`config.mk`:
```
export PLATFORM = sky130hd
export DESIGN_NAME = first_nios2_system_sysid_checker_wdog
export DESIGN_NICKNAME = d
export VERILOG_FILES = /design/src/rtl/first_nios2_system_sysid_checker_wdog.sv
export SDC_FILE = /design/constraint.sdc
export NUM_CORES = 1
export LEC_CHECK = 0
export ABC_AREA = 0
export BUFFER_PORTS_ARGS = -buffer_cell sky130_fd_sc_hd__buf_4
export CAP_MARGIN = 15
export CORE_AREA = 3 3 40 42
export CTS_CLUSTER_DIAMETER = 100
export DETAILED_ROUTE_END_ITERATION = 8
export DIE_AREA = 0 0 43 45
export HOLD_SLACK_MARGIN = 0.12
export PLACE_DENSITY = 0.53
export SLEW_MARGIN = 20
export SYNTH_ARGS = -nofsm -noshare
export SYNTH_HDL_FRONTEND = slang
export SYNTH_SLANG_ARGS = --single-unit
```
`constraint.sdc`:
```
create_clock -name clock -period 2.1 [get_ports clock]
set_input_delay 0.42 -clock clock [delete_from_list [all_inputs] [get_ports clock]]
set_output_delay 0.42 -clock clock [all_outputs]
set_load 0.05 [all_outputs]
```
`src/rtl/first_nios2_system_sysid_checker_wdog.sv`:
```
// Saturating wait-cycle counter that bounds how long one Avalon read may stall.
// The expire output is combinational and fires on the stalled cycle that reaches LIMIT.
module first_nios2_system_sysid_checker_wdog #(
  parameter int LIMIT = 256
) (
  input  logic clock,
  input  logic reset,
  input  logic clr,
  input  logic inc,
  output logic expire
);

  localparam int               CNT_W = $clog2(LIMIT);
  localparam logic [CNT_W-1:0] LAST  = CNT_W'(LIMIT - 1);

  logic [CNT_W-1:0] count;

  always_ff @(posedge clock) begin
    if (reset || clr) begin
      count <= '0;
    end else if (inc && (count != LAST)) begin
      count <= count + 1'b1;
    end
  end

  // count holds the stalls already seen, so this stall is number LIMIT
  assign expire = inc && (count == LAST);

endmodule

```
==> summary.md <==
| Metric | Value |
|---|---|
| Outcome | `complete, no violations` |
| Leakage power | `0.2107 nW` |
| Port Buf Inserts | `4` |
| Clock slew seen by the registers of the worst setup and hold paths | `0.05 ns` |
| Final Critical Period | `1.972 ns` |
| CP Class | `register to output pin` |
| DR pass1 iterations | `2` |
| Largest net degree at the start of global routing | `9` |
| DRT iter0 DRCs | `5` |
| PwrDens | `544.4 mW/mm^2` |
| Slew @ Worst Pin | `0.4709 ns` |
| Arr. time, crit path | `1.55 ns` |
| Post-CTS sizing | `0` |
| Post-CTS setup repair buffer count | `0` |
| HP Class | `input pin to register` |
| Most flops, register | `count` |
| Final instance area | `525.5 um^2` |
| Fin util | `0.4090` |
| CTS tree | `built` |
| Syn-to-layout area delta | `15.70%` |
| Bufs on Longest Clock Path | `2` |
| Routed length per instance | `13.11 um` |
| Clock sink total | `8` |
| Htree depth | `1` |
| Antenna diodes | `0` |
| Worst slew margin | `0.6849` |
| Syn Nets | `53` |
| Final setup vio count | `0` |
| # DRC | `0` |
| Root Buffer | `clkbuf_4` |
| Vias per std cell | `5.657` |
| Die Ht | `45 um` |
| Crit start category | `register` |
| # fillers | `138` |
| Placed cell area | `503.0 um^2` |
| Number of standard cells in the final layout excluding fillers | `70` |
| Required time worst endpoint | `1.68 ns` |
| Yosys warns | `0` |
| Share of cells above drive strength 1 | `0.2182` |
| Final wirelength | `918 um` |
| Row Count | `13` |
| Commonest non-fill, non-tap cell in the layout | `dfxtp_1` |
| Crit-path slowest cell | `dfxtp_1` |
| Clock Latency Late Sink | `0.25 ns` |
| Post-route setup TNS | `0 ns` |
| Final worst-path cycle share | `0.9392` |
| GRT Util Overall | `0.1093` |
| Nets@finish | `62` |
| DP Wirelength | `697.4 um` |
| Post-Synthesis Cells | `48` |
| RSZ-0062 raised after global routing | `no` |
| Critical Path Sink Type | `output pin` |
| Vias | `396` |
| Fin. Hold Viols | `0` |
| DP Cell Count | `67` |
| FF+latch count, synth | `8` |
| Critical path buffer and inverter count | `1` |
| Max reg flops | `8` |
| Max IR drop VDD | `378.7 uV` |
| Synth Cell Area | `454.2 um^2` |
| Slowest stage delay, CP | `0.38 ns` |
| Most frequent cells in the layout | `dfxtp_1, nand2_1, a21oi_1, buf_4` |
| Total chip power | `286.1 uW` |
| Top Registers | `count (8)` |
| Post-synthesis sequential area ratio | `0.3526` |
| DIE AREA | `0.001935 mm^2` |
| Most used cell, CP | `and3_1` |
| Max-Cap Viols | `0` |
| Initial antenna violation count | `0` |
| CP Max Fanout | `5` |
| Antenna Violating Nets Remaining | `0` |
| Crit path max-delay family | `simple AND/OR/NAND/NOR gates` |
| Gr ovfl total | `0` |
| Fmax | `0.5070 GHz` |
| Routability cong. | `0.6995` |
| First-pass GRT wire length | `1.511 mm` |
| Crit-path cells | `ha_1 > and3_1 > and3_1 > buf_4` |
| Chip width | `43 um` |
| Yosys cell types | `24` |
| Synth top area share | `0.3526` |
| Fin. max-slew vios | `0` |
| Area leader, netlist | `dfxtp_1` |
| Inserted Clock Buffers | `3` |
| I/O Pins | `5` |
| Core footprint | `0.001285 mm^2` |
| Vias in the first global route | `359` |
| Clk_skew | `0.005739 ns` |
| Syn avg cell area | `9.462 um^2` |
| # hold bufs at CTS | `0` |
| Synth area leaders | `dfxtp_1, a2111oi_4, nand2_1` |
| Starting Density | `0.3535` |
## area by class of cell
class                   count  area, um^2  share of cell area
flip-flops and latches      8       160.2              0.3048
repair buffers              5       37.54             0.07143
multi-input cells          39       286.5              0.5452
clock buffers               3       22.52             0.04286
well taps                  15       18.77             0.03571
## power breakdown
group          switching [mW]  internal (mW)
clock                  0.0493         0.0652
sequential            0.00144          0.153
combinational         0.00985        0.00701
## final timing paths
kind	from	endpoint	slack [ns]	depth (start not counted)
hold / removal	clr	count[2]	0.38	2
hold reg to reg	count[1]	count[1]	0.50	2
setup / recovery	count[0]	expire	0.13	4
setup reg to reg	count[0]	count[5]	0.70	4
## cell usage after synthesis
| master | instances |
|---|---|
| nand4b_1 | 1 |
| buf_4 | 1 |
| a21boi_1 | 1 |
| mux2i_1 | 2 |
| nand4_1 | 3 |
| nand2_4 | 1 |
| and3b_1 | 1 |
| ha_1 | 1 |
| and3_1 | 3 |
| a2111oi_4 | 1 |
| nor4_1 | 1 |
| or3_1 | 1 |
| nor2_1 | 1 |
| a2111oi_2 | 1 |
| and4_1 | 2 |
| dfxtp_1 | 8 |
| and4b_1 | 1 |
| a211oi_1 | 1 |
| a21oi_1 | 5 |
| a31oi_1 | 1 |
| and3_4 | 1 |
| nand2_1 | 7 |
| o21ai_1 | 2 |
| nand3b_1 | 1 |
## worst register-to-register path: stages (launching register included)
cell	delay, ns
dfxtp_1	0.38
ha_1	0.24
and3_4	0.25
a211oi_1	0.10
a2111oi_2	0.34
## through the flow
stage	hold WS, ns	setup WS, ns
floorplan	0.4597	0.3688
global placement	0.4852	0.4311
detailed placement	0.4909	0.4037
CTS	0.3729	0.1183
global route	0.3749	0.03466
finish	0.3802	0.1276
## kinds of logic (layout without fill, tap and decap cells)
| logic type | count (synthesis) | in the layout | share of synthesized area |
|---|---|---|---|
| compound gates | 12 | 12 | 0.2176 |
| fa+ha+maj | 1 | 1 | 0.02754 |
| buf+inv | 1 | 8 | 0.01654 |
| flops | 8 | 8 | 0.3526 |
| mux | 2 | 2 | 0.04408 |
| simple gates | 24 | 24 | 0.3416 |
## layer usage
| layer | up-vias | wire length (um) | global-route usage |
|---|---|---|---|
| li1 | 206 | - | - |
| met1 | 180 | 465 | 0.1311 |
| met2 | 8 | 394 | 0.1677 |
| met3 | 2 | 46 | 0.05976 |
| met4 | 0 | 11 | 0.03614 |
| met5 | - | 0 | 0 |
Note: power is estimated with default switching activity, not from simulation.
